`config.mk`:
```
export PLATFORM = sky130hd
export DESIGN_NAME = bin_to_bcd_seq
export DESIGN_NICKNAME = d
export VERILOG_FILES = /design/src/rtl/bin_to_bcd_seq.sv
export SDC_FILE = /design/constraint.sdc
export NUM_CORES = 1
export LEC_CHECK = 0
export CORE_ASPECT_RATIO = 1.4
export CORE_MARGIN = 3
export CORE_UTILIZATION = 28
export CTS_CLUSTER_DIAMETER = 100
export DETAILED_ROUTE_END_ITERATION = 6
export PLACE_DENSITY = 0.59
export SLEW_MARGIN = 25
export SYNTH_ARGS = -nofsm -noshare
export SYNTH_HDL_FRONTEND = slang
export SYNTH_SLANG_ARGS = --single-unit
```
`constraint.sdc`:
```
create_clock -name clk_5MHz -period 1.3 [get_ports clk_5MHz]
set_clock_uncertainty 0.15 [all_clocks]
set_input_delay 0.26 -clock clk_5MHz [delete_from_list [all_inputs] [get_ports clk_5MHz]]
set_output_delay 0.26 -clock clk_5MHz [all_outputs]
set_load 0.01 [all_outputs]
```
`src/rtl/bin_to_bcd_seq.sv`:
```
// Sequential binary-to-BCD converter (iterative double-dabble) with valid/ready input handshake.
// Optional leading-zero blank mask is compiled in when BCD_BLANK_EN is defined.
`timescale 1ns / 1ps

module bin_to_bcd_seq #(
  parameter int unsigned WIDTH  = 8,
  parameter int unsigned DIGITS = 3,
  parameter int unsigned CNT_W  = 4
) (
  input  logic                  clk_5MHz,
  input  logic                  reset_n,
  input  logic [WIDTH-1:0]      in_data,
  input  logic                  in_valid,
  output logic                  in_ready,
  output logic [4*DIGITS-1:0]   bcd_out,
  output logic                  out_valid,
  output logic                  busy,
  output logic [DIGITS-1:0]     blank
);

  localparam int unsigned BcdW = 4 * DIGITS;

  function automatic longint unsigned pow10(input int unsigned n);
    longint unsigned r;
    r = 64'd1;
    for (int unsigned i = 0; i < n; i++) begin
      r = r * 64'd10;
    end
    return r;
  endfunction

  localparam longint unsigned MaxIn = (64'd1 << WIDTH) - 64'd1;

  if (pow10(DIGITS) <= MaxIn) begin : g_digits_chk
    $error("bin_to_bcd_seq: DIGITS too small for WIDTH");
  end
  if ((64'd1 << CNT_W) <= 64'(WIDTH)) begin : g_cnt_chk
    $error("bin_to_bcd_seq: CNT_W too small for WIDTH");
  end

  typedef enum logic [1:0] {
    StIdle  = 2'd0,
    StShift = 2'd1,
    StDone  = 2'd2
  } state_e;

  state_e            state_q, state_d;
  logic [WIDTH-1:0]  bin_q, bin_d;
  logic [BcdW-1:0]   scratch_q, scratch_d;
  logic [CNT_W-1:0]  cnt_q, cnt_d;
  logic [BcdW-1:0]   bcd_q, bcd_d;
  logic              out_valid_q, out_valid_d;
  logic [BcdW-1:0]   adj;

  always_comb begin
    state_d     = state_q;
    bin_d       = bin_q;
    scratch_d   = scratch_q;
    cnt_d       = cnt_q;
    bcd_d       = bcd_q;
    out_valid_d = 1'b0;
    adj         = scratch_q;
    case (state_q)
      StIdle: begin
        if (in_valid) begin
          bin_d     = in_data;
          scratch_d = '0;
          cnt_d     = CNT_W'(WIDTH);
          state_d   = StShift;
        end
      end
      StShift: begin
        // Add-3 is per digit; no carry may ripple into the next digit.
        for (int unsigned k = 0; k < DIGITS; k++) begin
          if (scratch_q[4*k +: 4] >= 4'd5) begin
            adj[4*k +: 4] = scratch_q[4*k +: 4] + 4'd3;
          end
        end
        {scratch_d, bin_d} = {adj, bin_q} << 1;
        cnt_d              = cnt_q - CNT_W'(1);
        if (cnt_q == CNT_W'(1)) begin
          state_d = StDone;
        end
      end
      StDone: begin
        bcd_d       = scratch_q;
        out_valid_d = 1'b1;
        state_d     = StIdle;
      end
      default: begin
        state_d = StIdle;
      end
    endcase
  end

  always_ff @(posedge clk_5MHz or negedge reset_n) begin
    if (!reset_n) begin
      state_q     <= StIdle;
      bin_q       <= '0;
      scratch_q   <= '0;
      cnt_q       <= '0;
      bcd_q       <= '0;
      out_valid_q <= 1'b0;
    end else begin
      state_q     <= state_d;
      bin_q       <= bin_d;
      scratch_q   <= scratch_d;
      cnt_q       <= cnt_d;
      bcd_q       <= bcd_d;
      out_valid_q <= out_valid_d;
    end
  end

`ifdef BCD_BLANK_EN
  logic [DIGITS-1:0] blank_q, blank_d;
  logic [DIGITS-1:0] mask;
  logic              nz;

  // Scan from the top digit down; a digit blanks only while everything above it is zero too.
  always_comb begin
    mask = '0;
    nz   = 1'b0;
    for (int k = int'(DIGITS) - 1; k >= 1; k--) begin
      nz      = nz | (|scratch_q[4*k +: 4]);
      mask[k] = ~nz;
    end
  end

  always_comb begin
    blank_d = blank_q;
    if (state_q == StDone) begin
      blank_d = mask;
    end
  end

  always_ff @(posedge clk_5MHz or negedge reset_n) begin
    if (!reset_n) begin
      blank_q <= '0;
    end else begin
      blank_q <= blank_d;
    end
  end

  assign blank = blank_q;
`else
  assign blank = '0;
`endif

  assign in_ready  = (state_q == StIdle);
  assign busy      = ~in_ready;
  assign bcd_out   = bcd_q;
  assign out_valid = out_valid_q;

endmodule
```
---- Yosys cells after proc, flatten, opt, wreduce, memory -nomap -nowiden ----
Index checks and enable logic that the tools add are counted.
storage, ports and cells
  bits of input ports ..................... 11
  logic and storage cells ................. 36
  output and inout bits ................... 18
  bits in registers ....................... 39
cells by class
  eq/ne operators ......................... 5
  reductions and logical operators ........ 4
  mux-type cells .......................... 13
  bitwise logic cells ..................... 1
  add/subtract/negate cells ............... 4
  order comparisons ....................... 3
operator list
  cell                                                                    count
  12-bit one-hot mux with 2 select lines                                  1
  8-bit one-hot mux with 2 select lines                                   1
  4-bit by 3-bit >= comparator with 1-bit output (second input constant)  3
  12-bit two-way mux                                                      1
  4-bit two-way mux                                                       3
  4-bit by 2-bit adder with 4-bit output (second input constant)          2
  8-bit two-way mux                                                       1
  4-bit one-hot mux with 2 select lines                                   1
  4-bit by 1-bit == test with 1-bit output (second input constant)        1
  2-bit two-way mux                                                       2
  2-bit != test (second input constant)                                   2
  2-bit one-hot mux with 2 select lines                                   1
  2-bit AND reduction                                                     2
  4-bit by 1-bit subtractor with 4-bit output (second input constant)     1
  3-bit by 2-bit adder with 3-bit output (second input constant)          1
  3-bit two-way mux                                                       1
  2-bit by 1-bit == test with 1-bit output (second input constant)        1
  2-bit == test (second input constant)                                   1
  2-bit zero test                                                         1
  2-bit nonzero test                                                      1
  1-bit two-way mux                                                       1
  1-bit inverter                                                          1

---- Longest topological paths before layout ----
  word-level depth ........................ 3
  depth in mapped cells ................... 5
  mapped depth without buffers ............ 5

---- Worst setup path after synthesis ----
OpenSTA, ideal clock, no wires.
  kind .................................... register to output
  start point ............................. reg state_q[1]
  end point ............................... out in_ready
  buffers on the path ..................... 1
  data arrival time ....................... 1.038 ns
  cell stages (with the launch flop) ...... 4
  setup slack ............................. -0.148 ns
  required time ........................... 0.890 ns
  cells stage by stage .................... dfrtp_1 -> buf_2 -> or2_2 -> inv_1
on the way
  word-level cells in the longest chain between the ends .. 1
ends and longest elaborated chain
  item                      RTL line  RTL
  start: declaration        47        state_e state_q, state_d;
  start signal: assignment  98        state_q <= StIdle;
  start signal: assignment  105       state_q <= state_d;
  2-bit zero test           149       assign in_ready = (state_q == StIdle);
  end: declaration          14        output logic in_ready,
Every way passes these cells.

---- Worst setup path after layout ----
  start point ............................. reg state_q[0]
  end point ............................... out in_ready
Same word-level chain as after synthesis.

==> impl_metrics.py <==
metrics = {
    "place": {
        "port_buffers": 25,
        "hpwl_um": 3050,
        "gp_congestion": 0.734,
        "place_inst": 332,
    },
    "critical_path": {
        "required_ps": 890,
        "rr_worst_depth": 4,
        "ff2ff_setup_slack_ps": -190,
        "start_kind": "flop",
        "path_class": "reg2out",
        "worstPathMaxFanout": 2,
        "rr_endpoint": "scratch_q[3]",
        "timing.rr.start": "state_q[1]",
        "critPathCaptureType": "output port",
        "cp.arrival_ps": 1110,
    },
    "die": {
        "start_util_pct": 29.2,
        "dieArea_um2": 7990,
        "core_area_um2": 6660,
        "core.rowCount": 35,
        "die_h_um": 105,
        "num_io_pins": 29,
        "die_w_um": 76.4,
    },
    "finish": {
        "final_cells": 366,
        "n_fill_cell": 612,
        "syn2layout_area_growth_pct": 62.4,
        "nNetsFinal": 292,
        "drive_above_1_share_pct": 51.5,
        "diodes": 0,
        "fin_util_pct": 47.4,
    },
    "grt": {
        "grt_pass1_vias": 1712,
        "grtUsageTotal_pct": 12.5,
        "grt_pass1_wl_um": 7960,
        "grt_overflow": 0,
        "antenna_found_initial": 0,
        "grt_max_degree": 40,
    },
    "detailed_routing": {
        "first_pass_iters": 4,
        "wl_met1_um": 2160,
        "wl_met3_um": 132,
        "top_layer_used": "met4",
        "route.met2.wl_um": 2900,
        "num_vias": 1747,
        "antenna_left": 0,
        "routed_via_density": 4.77,
        "drtIter0Drc": 81,
        "drt-total-wl_um": 5350,
        "wl_per_cell_um": 14.6,
        "drc": 0,
    },
    "cts": {
        "clk_path_buf_depth": 2,
        "htree_levels": 2,
        "cts-root-buf": "clkbuf_8",
        "cts.sinks": 39,
        "cts_buffers": 5,
        "clkTransAtPathRegs_ps": 80,
        "cts_tree": "yes",
        "clock_latency_ps": 300,
    },
    "pwr": {
        "p_per_area_nw_per_um2": 2380,
        "p_int_mw": 4.72,
        "total_leakage_power_nw": 1.45,
        "combPwrFrac_pct": 57.7,
        "power.switching_mw": 2.81,
        "ir_drop_mv": 0.640,
        "finalPower_mw": 7.53,
        "clkPwrFrac_pct": 14.1,
        "swShare_pct": 37.3,
        "p_seq_share_pct": 28.2,
    },
    "timing": {
        "finalHoldViolCount": 0,
        "fmax_mhz": 656,
        "drv_slew": 0,
        "fin_crit_sh_pct": 117,
        "setup_viol": 39,
        "rsz0062_at_grt": "yes",
        "layout_setup_ws_ps": -224,
        "period_needed_ps": 1520,
        "holdWs_ps": 306,
    },
    "synth": {
        "yosysUniqueCellTypes": 34,
        "synth_area_um2": 1940,
        "ys_ff_latch": 39,
        "seq_area_frac_synth_pct": 50.2,
        "synthArstFlopShare_pct": 100,
        "synth_area_per_cell_um2": 9.97,
        "synth_ff_type": "dfrtp_1",
        "yosysWarnings": 0,
        "synth_area_leaders": "dfrtp_1, o21ai_0, ha_1, nand2_1, nor2b_1",
        "synth_top_area_share_pct": 50.2,
        "synthCells": 195,
        "yosys.area.top_type": "dfrtp_1",
        "synth_edf_count": 0,
    },
    "run": {
        "maxCapViolations": 0,
    },
    "status": {
        "violations": "setup timing",
        "status": "complete, but fails checks",
    },
    "hold_path": {
        "min_path_type": "in2async",
    },
}
## stage by stage
step                setup slack (ps)  cell area [um2]  setup TNS [ps]
floorplan                      -37.3             2030            -134
global placement                -583             2570           -9920
detailed placement              -643             2570          -10780
CTS                             -228             2800           -4540
global route                    -266             3160           -6120
finish                          -224             3160           -4340
## placed cells by master, fill, tap and decap left out, drive strengths merged, types with 5 or more instances in the layout
cell type and n:
inv 16, nand2b 5, clkbuf 9, o21ai 24, nand2 21, o2111ai 6
buf 68, a21oi 9, dfrtp 39, nor2b 13, clkdlybuf4s50 8, a22oi 7
ha 8
## state kept, by name, summed over array words and instances, names as in the netlist
name       cells
bcd_out       12
bin_q          8
cnt_q          4
out_valid      1
scratch_q     12
state_q        2
## power by group through the flow
| stage | Combinational, mW | Clock [mW] | Sequential, mW |
|---|---|---|---|
| detailed placement | 3.29 | 0 | 2.05 |
| floorplan | 1.85 | 0 | 2.09 |
| CTS | 3.64 | 1.09 | 2.02 |
| global placement | 3.24 | 0 | 2.03 |
| finish | 4.34 | 1.06 | 2.12 |
| global route | 4.74 | 1.15 | 2.18 |
## synthesized netlist by cell type (3+ instances only)
cell       instances
a21oi_1            9
o211ai_1           3
o21a_1             3
o2111ai_1          6
o21ai_0           24
o31ai_1            3
nor2b_1           12
nand2_1           21
nand2b_1           5
dfrtp_1           39
a32o_1             3
buf_4              5
inv_1             16
o221ai_1           3
buf_2              7
nor2_1             3
ha_1               8
a22oi_1            7
## critical path: stages, from the launching register on
cell and delay, ps:
dfrtp_1 410, or2_4 270, inv_2 50, buf_6 90
## area by class of cell
cell class	instances	area (um2)	share of cell area [%]
inverters	16	60.1	1.90
clock buffers	6	82.6	2.61
flip-flops and latches	39	977	30.9
repair buffers	81	741	23.5
multi-input cells	130	1150	36.3
well taps	92	115	3.64
clock inverters	2	35.0	1.11
## worst max-delay path by stage
stage / start / to / slack [ps] / depth (start not counted)
detailed placement: in_valid / bin_q[4] / -640 / 4
floorplan: scratch_q[4] / scratch_q[8] / -40 / 5
global placement: in_valid / bin_q[0] / -580 / 4
global route: state_q[0] / in_ready / -270 / 3
CTS: state_q[1] / in_ready / -230 / 3
finish: state_q[0] / in_ready / -220 / 3
## cell families (layout without fill, tap and decap cells)
| kind of cell | count (synthesis) | after routing | share of synthesized area (%) |
|---|---|---|---|
| mux | 2 | 2 | 1.09 |
| compound gates | 68 | 69 | 23.2 |
| xor+xnor | 2 | 2 | 0.901 |
| simple gates | 46 | 46 | 12.3 |
| fa+ha+maj | 8 | 8 | 5.15 |
| buf+inv | 29 | 105 | 7.01 |
| flops | 39 | 39 | 50.2 |
| other cells | 1 | 3 | 0.193 |
## routing by layer
| layer | track usage [%] | up-vias |
|---|---|---|
| met5 | 0 | - |
| met4 | 6.22 | 0 |
| met3 | 2.33 | 12 |
| met2 | 22.5 | 29 |
| met1 | 13.8 | 860 |
| li1 | - | 846 |
## repair_timing
action | 4_1_cts | 5_1_grt
buffers inserted | 10 | 9
setup endpoints to repair | 53 | 41
pin swaps | 7 | 21
hold buffers | 1 | 0
gates cloned | 2 | 4
hold endpoints to repair | 39 | 0
gates resized for setup | 72 | 78
Note: power is estimated with default switching activity, not from simulation.
